$ cat src/rtl/replica_pkg.sv
`default_nettype none
// ============================================================================
//  Module      : replica_pkg
//  Description : Shared types for the replica-exchange datapath: the opt
//                pairing command encoding and the round scheduler states.
//  Revision    : 1.0 - initial release
// ============================================================================
package replica_pkg;

    // Pairing command to the opt unit: even pairs (OR0) or odd pairs (OR1)
    typedef enum logic [0:0] {
        OR0 = 1'b0,
        OR1 = 1'b1
    } opt_cmd_t;

    typedef enum logic [2:0] {
        IDLE     = 3'd0,
        EXP_INIT = 3'd1,
        EXP_RUN  = 3'd2,
        TEST     = 3'd3,
        SHIFT    = 3'd4,
        DONE     = 3'd5
    } sched_state_t;

    // Bits needed to count 0 .. max(a,b)-1
    function automatic int phase_width(input int a, input int b);
        int m;
        m = (a > b) ? a : b;
        return (m < 2) ? 1 : $clog2(m);
    endfunction

endpackage
`default_nettype wire

$ cat src/rtl/replica_popcnt.sv
`default_nettype none
// ============================================================================
//  Module      : replica_popcnt
//  Description : Population count of an N-bit vector; used only when
//                EXCHANGE_STAT_EN is defined in the scheduler.
//  Revision    : 1.0 - initial release
// ============================================================================
module replica_popcnt #(
    parameter int N = 32
) (
    input  logic [N-1:0]             vec,
    output logic [$clog2(N+1)-1:0]   count
);

    localparam int CW = $clog2(N + 1);

    always_comb begin
        count = '0;
        for (int i = 0; i < N; i++) begin
            count = count + CW'(vec[i]);
        end
    end

endmodule
`default_nettype wire

$ cat src/rtl/replica_exchange_sched.sv
`default_nettype none
// ============================================================================
//  Module      : replica_exchange_sched
//  Description : Round scheduler for the replica-exchange phase: sequences
//                exp init/run, the exchange test strobe and the shift window.
//                Optional EXCHANGE_STAT_EN adds an accepted-pair counter.
//  Revision    : 1.0 - initial release
// ============================================================================
module replica_exchange_sched
    import replica_pkg::*;
#(
    parameter int replica_num = 32,
    parameter int EXP_CYCLES  = 17,
    parameter int ROUND_W     = 16
) (
    input  logic               clk,
    input  logic               reset,
    input  logic               start,
    input  logic               abort,
    input  logic [ROUND_W-1:0] rounds,
`ifdef EXCHANGE_STAT_EN
    input  logic [replica_num-1:0] exchange_vec,
    output logic [31:0]        xchg_cnt,
`endif
    output logic               ready,
    output logic               busy,
    output logic               done,
    output logic               exp_init,
    output logic               exp_run,
    output logic               exchange_run,
    output logic               exchange_shift_d,
    output opt_cmd_t           opt_command,
    output logic [ROUND_W-1:0] round_cnt
);

    localparam int PH_W = phase_width(EXP_CYCLES, replica_num);

    sched_state_t       state;
    sched_state_t       next_state;
    logic [PH_W-1:0]    phase;
    logic [ROUND_W-1:0] rounds_q;
    logic [ROUND_W-1:0] rc_next;
    logic               accept;
    logic               exp_last;
    logic               round_end;

    assign accept    = start && ready && !abort;
    assign exp_last  = (state == EXP_RUN) && (phase == PH_W'(EXP_CYCLES - 1));
    assign round_end = (state == SHIFT) && (phase == PH_W'(replica_num - 1));
    assign rc_next   = round_cnt + ROUND_W'(1);

    always_comb begin
        next_state = state;
        case (state)
            IDLE:     if (start) next_state = (rounds == '0) ? DONE : EXP_INIT;
            EXP_INIT: next_state = EXP_RUN;
            EXP_RUN:  if (exp_last) next_state = TEST;
            TEST:     next_state = SHIFT;
            SHIFT:    if (round_end) next_state = (rc_next == rounds_q) ? DONE : EXP_INIT;
            DONE:     next_state = IDLE;
            default:  next_state = IDLE;
        endcase
        if (abort) next_state = IDLE;
    end

    always_ff @(posedge clk or negedge reset) begin
        if (!reset) state <= IDLE;
        else        state <= next_state;
    end

    // Strobes are decoded from next_state so each flop is high exactly in its state
    always_ff @(posedge clk or negedge reset) begin
        if (!reset) begin
            ready            <= 1'b1;
            busy             <= 1'b0;
            done             <= 1'b0;
            exp_init         <= 1'b0;
            exp_run          <= 1'b0;
            exchange_run     <= 1'b0;
            exchange_shift_d <= 1'b0;
        end else begin
            ready            <= (next_state == IDLE);
            busy             <= (next_state != IDLE);
            done             <= (next_state == DONE);
            exp_init         <= (next_state == EXP_INIT);
            exp_run          <= (next_state == EXP_RUN);
            exchange_run     <= (next_state == TEST);
            exchange_shift_d <= (next_state == SHIFT);
        end
    end

    always_ff @(posedge clk or negedge reset) begin
        if (!reset) begin
            phase <= '0;
        end else if (next_state != state) begin
            phase <= '0;
        end else if (state == EXP_RUN || state == SHIFT) begin
            phase <= phase + PH_W'(1);
        end
    end

    always_ff @(posedge clk or negedge reset) begin
        if (!reset) begin
            rounds_q    <= '0;
            round_cnt   <= '0;
            opt_command <= OR0;
        end else if (accept) begin
            rounds_q    <= rounds;
            round_cnt   <= '0;
            opt_command <= OR0;
        end else if (round_end && !abort) begin
            round_cnt   <= rc_next;
            opt_command <= (opt_command == OR0) ? OR1 : OR0;
        end
    end

`ifdef EXCHANGE_STAT_EN
    localparam int PC_W = $clog2(replica_num + 1);

    logic [PC_W-1:0] pop;
    logic [32:0]     xchg_sum;

    replica_popcnt #(
        .N (replica_num)
    ) u_popcnt (
        .vec   (exchange_vec),
        .count (pop)
    );

    // Each accepted exchange flags both partners, hence the halving
    assign xchg_sum = {1'b0, xchg_cnt} + 33'(pop >> 1);

    always_ff @(posedge clk or negedge reset) begin
        if (!reset) begin
            xchg_cnt <= '0;
        end else if (accept) begin
            xchg_cnt <= '0;
        end else if (state == SHIFT && phase == '0) begin
            xchg_cnt <= xchg_sum[32] ? 32'hFFFF_FFFF : xchg_sum[31:0];
        end
    end
`endif

endmodule
`default_nettype wire

$ cat config.mk
export PLATFORM = sky130hd
export DESIGN_NAME = replica_exchange_sched
export DESIGN_NICKNAME = d
export VERILOG_FILES = /design/src/rtl/replica_pkg.sv /design/src/rtl/replica_popcnt.sv /design/src/rtl/replica_exchange_sched.sv
export SDC_FILE = /design/constraint.sdc
export NUM_CORES = 1
export LEC_CHECK = 0
export CELL_PAD_IN_SITES_DETAIL_PLACEMENT = 0
export CELL_PAD_IN_SITES_GLOBAL_PLACEMENT = 1
export CORE_MARGIN = 5
export CORE_UTILIZATION = 40
export CTS_BUF_LIST = sky130_fd_sc_hd__clkbuf_2 sky130_fd_sc_hd__clkbuf_4 sky130_fd_sc_hd__clkbuf_8
export DETAILED_ROUTE_END_ITERATION = 10
export GPL_TIMING_DRIVEN = 0
export PLACE_DENSITY = 0.81
export SLEW_MARGIN = 20
export SYNTH_ARGS = -nofsm -noshare
export SYNTH_HDL_FRONTEND = slang
export SYNTH_SLANG_ARGS = --single-unit
$ cat constraint.sdc
create_clock -name clk -period 3.1 [get_ports clk]
set_input_delay 0.31 -clock clk [delete_from_list [all_inputs] [get_ports clk]]
set_output_delay 0.31 -clock clk [all_outputs]
set_load 0.01 [all_outputs]
==> results summary <==
The flow ran to the end, and the final reports show no timing, DRC or antenna violations. The number of antenna violations at the first check in global routing came out at 0. In the post-synthesis netlist, the biggest area contributors are sky130_fd_sc_hd__dfrtp_1 (44%), sky130_fd_sc_hd__xnor2_1 (7.8%), sky130_fd_sc_hd__mux2_2 (6.3%). The number of primary I/O pins came out at 44. Buffers placed on the I/O ports in this run total 43. The largest single stage delay on the critical path is 0.54 ns. The post-synthesis net count came out at just under 300. The startpoint type of the worst setup path is a register. The endpoint of the most critical register-to-register path is exp_init.

The placeable core region is 6680 um^2. The final setup violation count came out at 0. The final clock skew is 0.0108 ns. The worst pin sits at a relative slew slack of around 40%. The number of global-route vias before repair is 2118. The critical path goes through ha_1 > nand3_1 > nor3b_1 > o2111ai_1 > a2111o_1 > or4_4 > o31a_1. The number of synthesized flops with an enable pin is 0. The average wire per standard cell came out at ~16 um.

Max-cap violations in this run came to 0. The maximum count of clock buffers along a single path is 2. The count of routing violations after the opening detailed-route iteration is ~120. Summed over its instances, the top area cell type makes up around 44% of the synthesized netlist area. The count of pins over their slew limit is 0.

In this run the number of H-tree levels came out at 2. Final hold analysis gives a worst-case slack of ~0.45 ns. The number of buffers created by CTS came out at 5.

The period utilization came out at a little over four fifths. For this design, the slowest cell found on the critical path is sky130_fd_sc_hd__or4_4. The first-pass GRT wire length is between 10 and 15 mm. The overall track demand over capacity in global routing came out at approximately 15%. Once the floorplan was initialized, standard cells occupied between 40% and 50% of the core.

From left edge to right edge, the die measures 92.0 um. The synthesis-to-finish area growth came out at 24.0%. The TritonCTS sink count came out at 48. Setup repair after global routing left no endpoint under its margin. The peak supply drop came out at around 270 uV.

The count of standard-cell rows came out at 30. The residual overflow from global routing is 0. The clock root buffer master is sky130_fd_sc_hd__clkbuf_8.

The sequential cell area fraction in the yosys report is roughly 45%. The class of the most critical setup path is reg2reg. The actual transition at the worst max-transition pin came out at between 0.9 and 1 ns. The total wirelength of the detailed-routed design came out at 6.33 mm. The number of vias in the routed layout is 2151. The logic depth of the worst register-to-register path is 7. Summed over all cells, the static leakage comes to approximately 1.3 nW.

Routability-driven placement finished with a final weighted congestion of 0.913. The die height came out at a little over 90 um. The first-pass iteration count of the detailed router came out at 4. The TritonCTS clock tree is done. The share of final-layout standard cells stronger than drive strength 1 came out at 12.0%.

The final core utilization came out at 50.0%. The number of buffer and inverter stages on the critical path is 0. The die covers 8470 um^2. The category of the worst setup path capture point is a register. The final hold violation count is 0. The count of unresolved DRC violations after routing came out at 0.

Based on the critical path, the design can be clocked at up to between 0.3 and 0.4 GHz. The sum of negative setup slack is 0 ns. Once detail routing completed, the nets flagged for antenna violations numbered 0. The number of distinct standard cells referenced by the synthesized netlist is 47. The worst-path maximum fanout is 7. The mean post-synth cell area is slightly below 10 um^2. In this run, synthesis produced a sequential element count of between 40 and 50. The number of placed instances, taps included, is 396. The repair_antennas step left the layout with diodes totalling 0. The smallest clock period supported by the final layout is computed as ~2.6 ns. For this run, the leading register cell type out of synthesis is sky130_fd_sc_hd__dfrtp_1. STA puts the critical path data required time at between 3 and 4 ns. The path class of the tightest hold or removal check is in2async. The total power is between 1 and 1.5 mW.

The critical path's top delay family is simple AND/OR/NAND/NOR gates. The clock latency on the worst-skew pair is between 0.3 and 0.4 ns. The library cells used most frequently in the layout, excluding fill and tap cells, are sky130_fd_sc_hd__dfrtp_1 (47), sky130_fd_sc_hd__clkdlybuf4s50_1 (42), sky130_fd_sc_hd__nor2_1 (28).

The warning count from the yosys run is 0. The post-detailed-route via-to-cell ratio came out at ~5.3. The clock input transition at the sequential cells of the worst setup and hold paths is 0.10 ns.

The largest net degree at the start of global routing is 34. The arrival time at the worst endpoint came out at about 2.8 ns. The summed instance area of the synthesized netlist is around 2700 um^2. Excluding fillers, the count of instances in the completed layout stands at a little over 400. At the end of the flow, the number of nets in the layout was ~350. The share of flip-flops with an asynchronous set or reset after synthesis came out at 100%. The HPWL reported at the end of detailed placement came out at ~4.8 mm. The cell count after synthesis came out at roughly 270. Leaving out fill and tap cells, the most frequent cell in the layout is sky130_fd_sc_hd__dfrtp_1. Dividing total power by cell area gives a power density of 435 nW/um^2. The synthesized design spends more area on one cell type than any other, namely sky130_fd_sc_hd__dfrtp_1. The worst register-to-register path has a setup slack of 0.48 ns. The startpoint of the worst register-to-register path is round_cnt[0].
cell usage after synthesis, drive strengths merged, types with 9 or more instances:
| library cell | instances |
|---|---|
| buf | 9 |
| clkbuf | 10 |
| xor2 | 13 |
| nand4 | 9 |
| mux2 | 15 |
| inv | 9 |
| dfrtp | 47 |
| nand2 | 11 |
| xnor2 | 24 |
| nor2 | 28 |
power by group:
part | internal (mW) | switching [mW] | total, mW
registers | 0.694 | 0.0598 | 0.754
clock network | 0.167 | 0.217 | 0.384
logic | 0.169 | 0.147 | 0.316
sequential cells by signal, summed over array words and instances (netlist names), 3 cells and up:
signal,cells
phase,5
round_cnt,16
state,3
rounds_q,16
kinds of logic (layout without fill, tap and decap cells):
group / Yosys count / in the layout / share of synthesized area [%]
simple gates: 96 / 96 / 18.9
flops: 48 / 48 / 44.7
compound gates: 40 / 40 / 10.1
xor+xnor: 37 / 37 / 12.0
buf+inv: 28 / 81 / 4.74
mux: 19 / 19 / 7.76
fa+ha+maj: 4 / 4 / 1.86
layer usage:
metal  wire (um)  vias up  GRT usage (%)  share of wire, %
met5           0        -              0                 0
met4          86        0           3.96               1.4
met3         276        9           3.04               4.4
met2        3130       50           25.7                49
met1        2840     1029           20.4                45
li1            -     1063              -                 -
area by class of cell:
type / instances / area (um^2)
clock inverters: 2 / 12.5
multi-input cells: 196 / 1360
plain buffers: 19 / 93.8
inverters: 9 / 33.8
well taps: 80 / 100
flip-flops and latches: 48 / 1200
repair buffers: 45 / 455
clock buffers: 6 / 76.3
fillers: 639 / 3340
worst max-delay path by stage:
stage                            start           end  slack, ns  depth (start not counted)
after floorplan           round_cnt[0]      exp_init       0.65                          7
after global placement           reset      phase[2]       0.40                          1
after detailed placement         abort  round_cnt[1]       0.41                          7
after CTS                 round_cnt[0]      exp_init       0.46                          7
after global routing      round_cnt[0]      exp_init       0.31                          7
final                     round_cnt[0]      exp_init       0.48                          7
what timing repair did:
item / CTS / global route
hold buffers: 1 / 0
gates resized for setup: 0 / 0
endpoints found under the hold margin: 15 / 0
buffers inserted: 0 / 0
metrics by stage:
| stage | setup WS (ns) | cell area [um^2] |
|---|---|---|
| finish | 0.481 | 3340 |
| global route | 0.310 | 3340 |
| CTS | 0.462 | 3340 |
| detailed placement | 0.409 | 3240 |
| global placement | 0.396 | 3220 |
| floorplan | 0.652 | 2690 |
Note: power is estimated with default switching activity, not from simulation.
